File: config.mk
export PLATFORM = sky130hd
export DESIGN_NAME = gpio_debounce_bank
export DESIGN_NICKNAME = d
export VERILOG_FILES = /design/src/rtl/gpio_debounce_bank.sv
export SDC_FILE = /design/constraint.sdc
export NUM_CORES = 1
export LEC_CHECK = 0
export BUFFER_PORTS_ARGS = -buffer_cell sky130_fd_sc_hd__buf_2
export CAP_MARGIN = 20
export CORE_MARGIN = 2
export CORE_UTILIZATION = 53
export CTS_CLUSTER_DIAMETER = 120
export CTS_CLUSTER_SIZE = 20
export DETAILED_ROUTE_END_ITERATION = 10
export PLACE_DENSITY = 0.75
export RECOVER_POWER = 50
export SYNTH_ARGS = -nofsm -noshare
export SYNTH_HDL_FRONTEND = slang
export SYNTH_SLANG_ARGS = --single-unit
File: constraint.sdc
create_clock -name clk -period 2.65 [get_ports clk]
set_clock_uncertainty 0.1 [all_clocks]
set_input_delay 0.53 -clock clk [delete_from_list [all_inputs] [get_ports clk]]
set_output_delay 0.53 -clock clk [all_outputs]
set_load 0.03 [all_outputs]
File: src/rtl/gpio_debounce_bank.sv
// GPIO input bank: per-bit synchronizer, debounce counter, edge pulses, sticky pending flags
// with a maskable level interrupt, plus a registered LED output word.
module gpio_debounce_bank #(
    parameter int WIDTH           = 16,
    parameter int DEBOUNCE_CYCLES = 500000,
    parameter int SYNC_STAGES     = 2
) (
    input  logic             clk,
    input  logic             rstn,
    input  logic [WIDTH-1:0] i_sw,
    output logic [WIDTH-1:0] o_sw,
    output logic [WIDTH-1:0] o_rise,
    output logic [WIDTH-1:0] o_fall,
    output logic [WIDTH-1:0] o_pending,
    input  logic [WIDTH-1:0] i_clr,
    input  logic [WIDTH-1:0] i_irq_en,
    output logic             o_irq,
    input  logic [WIDTH-1:0] i_gpio_out,
    output logic [WIDTH-1:0] o_led
);

    localparam int CW = $clog2(DEBOUNCE_CYCLES + 1);
    localparam logic [CW-1:0] CNT_MAX = CW'(DEBOUNCE_CYCLES - 1);

    logic [SYNC_STAGES-1:0][WIDTH-1:0] sync_q, sync_d;
    logic [WIDTH-1:0][CW-1:0]          cnt_q, cnt_d;
    logic [WIDTH-1:0]                  sw_q, sw_d;
    logic [WIDTH-1:0]                  rise_q, rise_d;
    logic [WIDTH-1:0]                  fall_q, fall_d;
    logic [WIDTH-1:0]                  pend_q, pend_d;
    logic [WIDTH-1:0]                  led_q, led_d;
    logic [WIDTH-1:0]                  sync_last;

    assign sync_last = sync_q[SYNC_STAGES-1];

    always_comb begin
        sync_d = {sync_q[SYNC_STAGES-2:0], i_sw};
        cnt_d  = cnt_q;
        sw_d   = sw_q;
        rise_d = '0;
        fall_d = '0;
        // Any sample agreeing with the debounced level restarts the count from zero.
        for (int i = 0; i < WIDTH; i++) begin
            if (sync_last[i] == sw_q[i]) begin
                cnt_d[i] = '0;
            end else if (cnt_q[i] == CNT_MAX) begin
                cnt_d[i]  = '0;
                sw_d[i]   = sync_last[i];
                rise_d[i] = sync_last[i];
                fall_d[i] = ~sync_last[i];
            end else begin
                cnt_d[i] = cnt_q[i] + CW'(1);
            end
        end
        // A new event wins over a clear arriving on the same edge.
        pend_d = (pend_q & ~i_clr) | rise_d | fall_d;
        led_d  = i_gpio_out;
    end

    always_ff @(posedge clk or negedge rstn) begin
        if (!rstn) begin
            sync_q <= '0;
            cnt_q  <= '0;
            sw_q   <= '0;
            rise_q <= '0;
            fall_q <= '0;
            pend_q <= '0;
            led_q  <= '0;
        end else begin
            sync_q <= sync_d;
            cnt_q  <= cnt_d;
            sw_q   <= sw_d;
            rise_q <= rise_d;
            fall_q <= fall_d;
            pend_q <= pend_d;
            led_q  <= led_d;
        end
    end

    assign o_sw      = sw_q;
    assign o_rise    = rise_q;
    assign o_fall    = fall_q;
    assign o_pending = pend_q;
    assign o_led     = led_q;
    assign o_irq     = |(pend_q & i_irq_en);

endmodule

==> flow_metrics.env, run 1 <==
export IMPL_grt_first_pass_wirelength_microns=64490
export IMPL_die_x_microns=192.9
export IMPL_postSynth_topFlopCell="dfrtp_1"
export IMPL_crit_reg_reg_endpoint="cnt_q[296]$_DFF_PN0_"
export IMPL_tightest_slew_ps=1268
export IMPL_p_leak_nw=8.976
export IMPL_period_minus_slack_ps=2531
export IMPL_worstReg2RegStart="cnt_q[296]$_DFF_PN0_"
export IMPL_min_to="o_pending[3]$_DFF_PN0_"
export IMPL_start_kind="register"
export IMPL_vdd_ir_drop_max_v=0.0005268
export IMPL_path_class="register to output pin"
export IMPL_placed_cell_area_sq_mm=0.02034
export IMPL_detailedPlacementHpwl_microns=26720
export IMPL_antenna_found_initial=0
export IMPL_synth_fp_nets=1891
export IMPL_firstDrtPassIters=5
export IMPL_report_final_slew_viol_count=0
export IMPL_hold_path_class="input port to register"
export IMPL_grt_pass1_vias=13640
export IMPL_overflow_after_grt=0
export IMPL_internal_power_mw=8.379
export IMPL_total_global_routing_track_utilization=0.2072
export IMPL_netSwitchingFraction=0.2198
export IMPL_initial_utilization=0.5353
export IMPL_cts_root_buffer="clkbuf_16"
export IMPL_min_from="i_clr[3]"
export IMPL_mostFrequentLayoutCell="dfrtp_1"
export IMPL_cells_after_synth=1809
export IMPL_fin_worst_hold_slack_ps=55.07
export IMPL_drv_cap=0
export IMPL_multi_input_area_sq_mm=0.008123
export IMPL_nNetsFinal=2081
export IMPL_final_area_sq_mm=0.02121
export IMPL_synth_async_reset_ratio=1.000
export IMPL_synth_seq_area_share=0.5507
export IMPL_ys_types=52
export IMPL_clock_insertion_delay_worst_skew_ps=550
export IMPL_cts_setup_buffers=0
export IMPL_crit_path_top_delay_cell="dfrtp_1"
export IMPL_setup_ws_ps=118.7
export IMPL_cts_htree_levels=1
export IMPL_clock_path_buffers=3
export IMPL_n_antenna_cell=0
export IMPL_relSlewSlack=0.1545
export IMPL_synthesized_flop_and_latch_total=416
export IMPL_min_delay_path_depth=2
export IMPL_sequentialPowerShare=0.608
export IMPL_synth_edff_count=0
export IMPL_vias_per_cell=5.706
export IMPL_critPathArrivalTime_ps=1900
export IMPL_worst_r2r_path_depth=5
export IMPL_commonest_cells_after_routing_fill_and_taps_aside="416 x dfrtp_1, 248 x nor2_1, 140 x buf_2"
export IMPL_max_freq_mhz=395.1
export IMPL_numPortBuffers=146
export IMPL_netlist_top_cell_by_area="dfrtp_1"
export IMPL_netlist_top_cells_area="dfrtp_1 55%, xor2_1 5.1%, xnor2_1 5.0%"
export IMPL_crit_path_capture_type="output pin"
export IMPL_power_frac_clock=0.347
export IMPL_boundaryPins=147
export IMPL_fp_dieArea_sq_mm=0.03719
export IMPL_fp_row_count=69
export IMPL_synth_top_area_frac=0.5507
export IMPL_grt_max_degree=75
export IMPL_list_of_cells_traversed_by_the_critical_path="a22o_1 -> a221oi_2 -> buf_4 -> nand4_1 -> buf_2"
export IMPL_dp_cells=2403
export IMPL_cts_tree="yes"
export IMPL_yosys_warnings=0
export IMPL_route_detailed_wl_per_inst_microns=15.40
export IMPL_routability_congestion_estimate=0.8744
export IMPL_power_density_cell_area_mw_per_mm2=506.3
export IMPL_clk_pin_slew_worst_paths_ps=80
export IMPL_utilization=0.6007
export IMPL_num_cts_buffers=24
export IMPL_drc=0
export IMPL_setup_tns_ps=0
export IMPL_chipHeight_microns=192.9
export IMPL_layout_cells_non_filler=2460
export IMPL_p_sw_mw=2.360
export IMPL_synth_avg_cell_area_sq_um=10.45
export IMPL_cp_required_ps=2020
export IMPL_mappedNetlistArea_sq_mm=0.01890
export IMPL_ant_nets=0
export IMPL_setup_viol_count_final=0
export IMPL_run_status="finished, final reports clean"
export IMPL_grt_setup_unrepaired="no"
export IMPL_cts_num_sinks=416
export IMPL_combPwrFrac=0.045
export IMPL_route_final_wire_length_microns=37880
export IMPL_ff2ff_setup_slack_ps=430
export IMPL_design_core_area_sq_mm=0.03531
export IMPL_final_layout_size_suffix_gt1_frac=0.1096
export IMPL_drt_initial_drc_count=830
export IMPL_timing_final_hold_violations=0
export IMPL_slowest_delay_ps=410
export IMPL_critical_path_peak_fanout=3
export IMPL_seq_area_sq_mm=0.01041
export IMPL_route_vias_total=14040
export IMPL_num_fill_cells=2902
export IMPL_min_period_over_period=0.9552
export IMPL_design_power_total_mw=10.74
export IMPL_dp_worst_setup_slack_ps=335.6
export IMPL_synthToLayoutAreaGrowth_pct=12.22
==> final cells by class <==
class,count,area share
Clock buffer,25,0.02949
Clock inverter,1,0.001416
Inverter,52,0.009202
Multi-Input combinational cell,1296,0.3829
Sequential cell,416,0.4908
Tap cell,461,0.02719
Timing Repair Buffer,209,0.05899
==> registers in the layout (all words and copies together), names as in the netlist <==
name       count
sync_d        16
o_pending     16
sync_last     16
o_led         16
o_fall        16
o_rise        16
cnt_q        304
o_sw          16
==> power groups by stage <==
stage	logic [mW]	clock network (mW)	registers, mW
global placement	0.465	0	6.65
detailed placement	0.477	0	6.65
finish	0.482	3.73	6.53
floorplan	0.175	0	6.66
global route	0.553	4.09	6.55
CTS	0.514	3.86	6.53
==> how the worst max path moves through the flow <==
| stage | endpoint | start | slack [ps] |
|---|---|---|---|
| final | o_irq | o_pending[4]$_DFF_PN0_ | 120 |
| after global routing | o_irq | o_pending[5]$_DFF_PN0_ | 50 |
| after CTS | o_irq | o_pending[4]$_DFF_PN0_ | 100 |
| after detailed placement | o_irq | i_irq_en[4] | 340 |
| after global placement | o_irq | i_irq_en[4] | 310 |
| after floorplan | cnt_q[272]$_DFF_PN0_ | cnt_q[266]$_DFF_PN0_ | 620 |
==> cell families (layout without fill, tap and decap cells) <==
logic type,Yosys count,after routing,synth area share
and+or+nand+nor,857,857,0.2443
DFF,416,416,0.5507
xor gates and xnor gates,219,219,0.1015
buffers and inverters,97,287,0.01986
muxes,16,16,0.009532
AOI/OAI and AO/OA,188,188,0.06348
adders and majority gates,16,16,0.01059
==> routing by layer <==
metal  wire [microns]  vias up  GRT usage  part of all wire
met3             1843       52    0.03746             0.049
li1                 -     6821          -                 -
met4              654        0    0.04198             0.017
met1            17020     6916     0.2801              0.45
met2            18360      248     0.3511              0.48
met5                0        -          0                 0
==> cell usage after synthesis, types with 38 or more instances <==
cell type,n
or3_1,46
xor2_1,111
a21oi_1,74
nand3_1,107
xnor2_1,108
nor4_1,39
nor3b_1,40
inv_1,52
or4_1,47
dfrtp_1,416
nand4_1,88
nor2_1,248
nand2_1,91
and3_1,38
==> what timing repair did <==
| item | CTS | global route |
|---|---|---|
| hold endpoints to repair | 91 | 1 |
| hold buffers | 30 | 1 |
| endpoints found under the setup margin | 1 | 0 |
| gates resized for setup | 1 | 0 |
==> worst max-delay path, delay by kind of cell (launching register included) <==
| kind | cells | cell delay (ps) |
|---|---|---|
| AND/OR/NAND/NOR | 1 | 70 |
| buffers and inverters | 2 | 380 |
| AO/OA/AOI/OAI | 2 | 490 |
| flip-flops | 1 | 410 |
(Power assumes the default switching activity.)
==> run 2, diff against run 1 <==
clock period = 3.1 ns   (was 2.65 ns; I/O delays follow)
==> run 2 against run 1 <==
Against the previous run: the flow now finishes with violations (max-capacitance violations, max-slew violations); first-iteration DRC count rose by 6.0%; die area stayed put; via count shrank 1.6%; worst setup slack gained 140 ps; final cell count decreased by 1.6%; count of clock-buffer cells in the layout stayed put; routed wire length down 3.0%; combinational power decreased by 21%; sequential share of layout area is 0.73 points higher; final area is 1.5% lower.
==> flow_metrics.env, run 2 (synthesis gave the netlist of run 1 again) <==
export IMPL_p_leak_nw=8.839
export IMPL_num_fill_cells=2923
export IMPL_worstReg2RegStart="cnt_q[296]$_DFF_PN0_"
export IMPL_route_detailed_wl_per_inst_microns=15.17
export IMPL_grt_first_pass_wirelength_microns=62530
export IMPL_crit_reg_reg_endpoint="cnt_q[293]$_DFF_PN0_"
export IMPL_drt_initial_drc_count=880
export IMPL_power_density_cell_area_mw_per_mm2=436.0
export IMPL_failed_checks="max-capacitance violations, max-slew violations"
export IMPL_mostFrequentLayoutCell="dfrtp_1"
export IMPL_detailedPlacementHpwl_microns=26130
export IMPL_dp_worst_setup_slack_ps=455.2
export IMPL_regMostFlops="cnt_q"
export IMPL_min_period_over_period=0.9165
export IMPL_hold_path_class="input port to register"
export IMPL_num_cts_buffers=24
export IMPL_number_of_flip_flops_under_the_largest_register_name=304
export IMPL_commonest_cells_after_routing_fill_and_taps_aside="416 x dfrtp_1, 248 x nor2_1, 139 x buf_2"
export IMPL_vdd_ir_drop_max_v=0.0005033
export IMPL_grt_pass1_vias=13340
export IMPL_internal_power_mw=7.139
export IMPL_synthToLayoutAreaGrowth_pct=10.57
export IMPL_start_kind="register"
export IMPL_routability_congestion_estimate=0.8450
export IMPL_dp_cells=2393
export IMPL_clock_path_buffers=3
export IMPL_fp_row_count=69
export IMPL_overflow_after_grt=0
export IMPL_cts_setup_buffers=0
export IMPL_fp_dieArea_sq_mm=0.03719
export IMPL_relSlewSlack=-0.3110
export IMPL_setup_tns_ps=0
export IMPL_nNetsFinal=2041
export IMPL_firstDrtPassIters=5
export IMPL_min_to="sync_d[22]$_DFF_PN0_"
export IMPL_grt_max_degree=76
export IMPL_min_delay_path_depth=1
export IMPL_ff2ff_setup_slack_ps=850
export IMPL_cts_num_sinks=416
export IMPL_critPathArrivalTime_ps=2120
export IMPL_drc=0
export IMPL_route_final_wire_length_microns=36730
export IMPL_run_status="complete, but fails checks"
export IMPL_setup_viol_count_final=0
export IMPL_combPwrFrac=0.042
export IMPL_min_from="i_sw[6]"
export IMPL_grt_setup_unrepaired="no"
export IMPL_critical_path_peak_fanout=3
export IMPL_crit_path_capture_type="output pin"
export IMPL_cts_htree_levels=1
export IMPL_die_x_microns=192.9
export IMPL_drv_cap=1
export IMPL_design_core_area_sq_mm=0.03531
export IMPL_timing_final_hold_violations=0
export IMPL_numPortBuffers=146
export IMPL_power_frac_clock=0.345
export IMPL_initial_utilization=0.5353
export IMPL_utilization=0.5919
export IMPL_cts_tree="yes"
export IMPL_final_layout_size_suffix_gt1_frac=0.1097
export IMPL_crit_start="o_pending[10]$_DFF_PN0_"
export IMPL_max_freq_mhz=352.0
export IMPL_cts_root_buffer="clkbuf_16"
export IMPL_clock_insertion_delay_worst_skew_ps=540
export IMPL_report_final_slew_viol_count=69
export IMPL_netSwitchingFraction=0.2164
export IMPL_chipHeight_microns=192.9
export IMPL_ant_nets=0
export IMPL_tightest_slew_ps=1967
export IMPL_route_vias_total=13810
export IMPL_cp_required_ps=2380
export IMPL_layout_cells_non_filler=2421
export IMPL_worst_r2r_path_depth=4
export IMPL_setup_ws_ps=259.0
export IMPL_vias_per_cell=5.704
export IMPL_p_sw_mw=1.972
export IMPL_total_global_routing_track_utilization=0.2005
export IMPL_clk_pin_slew_worst_paths_ps=80
export IMPL_period_minus_slack_ps=2841
export IMPL_sequentialPowerShare=0.613
export IMPL_boundaryPins=147
export IMPL_multi_input_area_sq_mm=0.008123
export IMPL_path_class="register to output pin"
export IMPL_antenna_found_initial=2
export IMPL_seq_area_sq_mm=0.01041
-- run 2: worst max path at each step --
stage	end	slack, ps
2_1_floorplan	o_irq	1010
5_1_grt	cnt_q[62]$_DFF_PN0_	140
3_3_place_gp	o_irq	410
4_1_cts	o_irq	30
3_5_place_dp	o_irq	460
6_report	o_irq	260
-- run 2: through the flow --
step / power [mW] / hold slack [ps] / instance area, sq um
5_1_grt: 9.526 / 51.37 / 20900
2_1_floorplan: 5.840 / 224.4 / 18900
6_report: 9.111 / 85.50 / 20900
3_5_place_dp: 6.085 / 234.7 / 20250
4_1_cts: 9.269 / 55.54 / 20920
3_3_place_gp: 6.072 / 231.8 / 20250
-- run 2: worst max-delay path: stages (launching register included) --
cell	delay, ps
dfrtp_1	540
a22o_1	280
a221oi_2	310
nand4_1	220
buf_2	240
-- run 2: power by group through the flow --
stage	clock (mW)	sequential, mW	combinational (mW)
after floorplan	0	5.69	0.149
after global placement	0	5.68	0.388
after detailed placement	0	5.69	0.396
after CTS	3.29	5.58	0.400
after global routing	3.49	5.60	0.441
final	3.15	5.58	0.383
-- run 2: layer usage --
layer	track usage	wire, microns
met5	0	0
met3	0.03110	1575
met2	0.3322	17070
met4	0.04257	725
met1	0.2805	17360
-- run 2: area by class of cell --
type	count	share of cell area
Sequential cell	416	0.4981
Multi-Input combinational cell	1296	0.3887
Timing Repair Buffer	169	0.04484
Clock buffer	25	0.02993
Tap cell	461	0.02760
Inverter	52	0.009339
Clock inverter	1	0.001437
Antenna cell	1	0.0001197
-- run 2: timing repair --
| action | CTS | global route |
|---|---|---|
| resized for setup | 0 | 1 |
| endpoints found under the hold margin | 63 | 0 |
| endpoints found under the setup margin | 0 | 1 |
| hold buffers | 1 | 0 |
==> run 3, diff against run 2 <==
==> constraint.sdc (replaced) <==
create_clock -name clk -period 3.1 [get_ports clk]
set_clock_uncertainty 0.1 [all_clocks]
set_input_delay 0.465 -clock clk [delete_from_list [all_inputs] [get_ports clk]]
set_output_delay 0.465 -clock clk [all_outputs]
set_load 0.03 [all_outputs]
==> run 3 against run 2 <==
Against the previous run: the flow still finishes with violations (max-capacitance violations, max-slew violations); power increased by 1.0%; final cell count up 1.7%; sequential power hardly changed; critical path depth grew 1; die area unchanged; count of clock-buffer cells in the layout unchanged; register-to-register slack got worse by 40 ps; final area grew 2.0%; highest routed layer unchanged; sequential share of layout area is 0.99 points lower.
==> flow_metrics.env, run 3 (synthesis gave the netlist of run 1 again) <==
export IMPL_overflow_after_grt=0
export IMPL_total_global_routing_track_utilization=0.2065
export IMPL_route_final_wire_length_microns=37850
export IMPL_cts_tree="yes"
export IMPL_cts_num_sinks=416
export IMPL_die_x_microns=192.9
export IMPL_run_status="complete, but fails checks"
export IMPL_max_freq_mhz=398.9
export IMPL_route_detailed_wl_per_inst_microns=15.37
export IMPL_relSlewSlack=-0.4206
export IMPL_clock_path_buffers=3
export IMPL_commonest_cells_after_routing_fill_and_taps_aside="416 x dfrtp_1, 248 x nor2_1, 142 x buf_2"
export IMPL_grt_first_pass_wirelength_microns=64070
export IMPL_chipHeight_microns=192.9
export IMPL_critical_path_peak_fanout=3
export IMPL_worstReg2RegStart="cnt_q[296]$_DFF_PN0_"
export IMPL_hold_path_class="input port to register"
export IMPL_report_final_slew_viol_count=76
export IMPL_crit_start="o_pending[11]$_DFF_PN0_"
export IMPL_ff2ff_setup_slack_ps=810
export IMPL_period_minus_slack_ps=2507
export IMPL_failed_checks="max-capacitance violations, max-slew violations"
export IMPL_final_area_sq_mm=0.02132
export IMPL_grt_max_degree=81
export IMPL_routability_congestion_estimate=0.8684
export IMPL_drv_cap=1
export IMPL_worst_r2r_path_depth=4
export IMPL_setup_ws_ps=592.8
export IMPL_cts_htree_levels=1
export IMPL_clock_insertion_delay_worst_skew_ps=540
export IMPL_grt_pass1_vias=13490
export IMPL_design_core_area_sq_mm=0.03531
export IMPL_cp_required_ps=2530
export IMPL_crit_path_capture_type="output pin"
export IMPL_cts_root_buffer="clkbuf_16"
export IMPL_numPortBuffers=146
export IMPL_mostFrequentLayoutCell="dfrtp_1"
export IMPL_min_period_over_period=0.8088
export IMPL_route_vias_total=14100
export IMPL_critPathArrivalTime_ps=1940
export IMPL_antenna_found_initial=2
export IMPL_crit_reg_reg_endpoint="cnt_q[287]$_DFF_PN0_"
export IMPL_setup_tns_ps=0
export IMPL_ant_nets=0
export IMPL_drc=0
export IMPL_p_leak_nw=9.025
export IMPL_synthToLayoutAreaGrowth_pct=12.82
export IMPL_number_of_flip_flops_under_the_largest_register_name=304
export IMPL_fp_dieArea_sq_mm=0.03719
export IMPL_num_cts_buffers=24
export IMPL_path_class="register to output pin"
export IMPL_firstDrtPassIters=5
export IMPL_placed_cell_area_sq_mm=0.02028
export IMPL_setup_viol_count_final=0
export IMPL_clk_pin_slew_worst_paths_ps=80
export IMPL_drt_initial_drc_count=843
export IMPL_tightest_slew_ps=2131
export IMPL_fp_row_count=69
export IMPL_vias_per_cell=5.728
export IMPL_timing_final_hold_violations=0
export IMPL_power_density_cell_area_mw_per_mm2=431.7
export IMPL_start_kind="register"
export IMPL_boundaryPins=147
export IMPL_dp_worst_setup_slack_ps=829.3
export IMPL_worstSetupEndpoint="o_irq"
export IMPL_regMostFlops="cnt_q"
export IMPL_grt_setup_unrepaired="no"
export IMPL_detailedPlacementHpwl_microns=26410
export IMPL_nNetsFinal=2082
export IMPL_final_layout_size_suffix_gt1_frac=0.1095
export IMPL_vdd_ir_drop_max_v=0.0003754
export IMPL_initial_utilization=0.5353
==> run 3: cell count changes in the layout (fill, tap and decap cells not counted), sizes merged <==
cell / change
dlygate4sd3: +39
clkbuf: -3
buf: +5
==> run 3: cell type report <==
| type | count | area [sq um] |
|---|---|---|
| fillers | 2850 | 13990 |
| flip-flops and latches | 416 | 10410 |
| multi-input cells | 1296 | 8117 |
| repair buffers | 210 | 1368 |
| clock buffers | 25 | 625.6 |
| well taps | 461 | 576.8 |
| inverters | 52 | 195.2 |
| clock inverters | 1 | 30.03 |
| diodes | 1 | 2.502 |
==> run 3: where the power goes <==
part / total, mW / internal [mW] / switching [mW]
registers: 5.58 / 5.50 / 0.0801
clock network: 3.19 / 1.51 / 1.68
logic: 0.428 / 0.161 / 0.266
==> run 3: metal layers <==
metal	track usage	wire, microns	up-vias
met2	0.3464	18200	279
met1	0.2898	17320	6951
li1	-	-	6832
met4	0.03846	643	0
met3	0.02782	1683	40
met5	0	0	-
==> run 3: what timing repair did <==
action | 4_1_cts | 5_1_grt
hold endpoints to repair | 109 | 0
hold buffers | 40 | 0
setup buffers | 0 | 0
gates resized for setup | 0 | 0
==> run 3: worst min path at each step <==
stage / from / end / slack (ps) / cells after the start
after floorplan: rstn / cnt_q[0]$_DFF_PN0_ / 70 / 0
after global placement: sync_d[29]$_DFF_PN0_ / sync_last[13]$_DFF_PN0_ / 230 / 0
after detailed placement: sync_d[20]$_DFF_PN0_ / sync_last[4]$_DFF_PN0_ / 230 / 0
after CTS: i_clr[1] / o_pending[1]$_DFF_PN0_ / 80 / 3
after global routing: i_clr[1] / o_pending[1]$_DFF_PN0_ / 100 / 3
final: i_clr[1] / o_pending[1]$_DFF_PN0_ / 110 / 3
==> run 3: stage by stage <==
stage / cells / utilization / total power [mW] / hold slack, ps
6_report: 2462 / 0.6039 / 9.205 / 110.9
3_5_place_dp: 2395 / 0.5744 / 6.089 / 234.7
4_1_cts: 2461 / 0.6043 / 9.336 / 80.71
2_1_floorplan: 1809 / - / 5.840 / 69.41
5_1_grt: 2461 / 0.6038 / 9.600 / 96.18
3_3_place_gp: 2395 / 0.5744 / 6.074 / 231.8
==> run 3: worst max-delay path: stages (launching register included) <==
cell,delay (ps)
dfrtp_1,420
a22o_1,210
a221oi_1,280
buf_4,210
nand4_1,80
buf_2,190
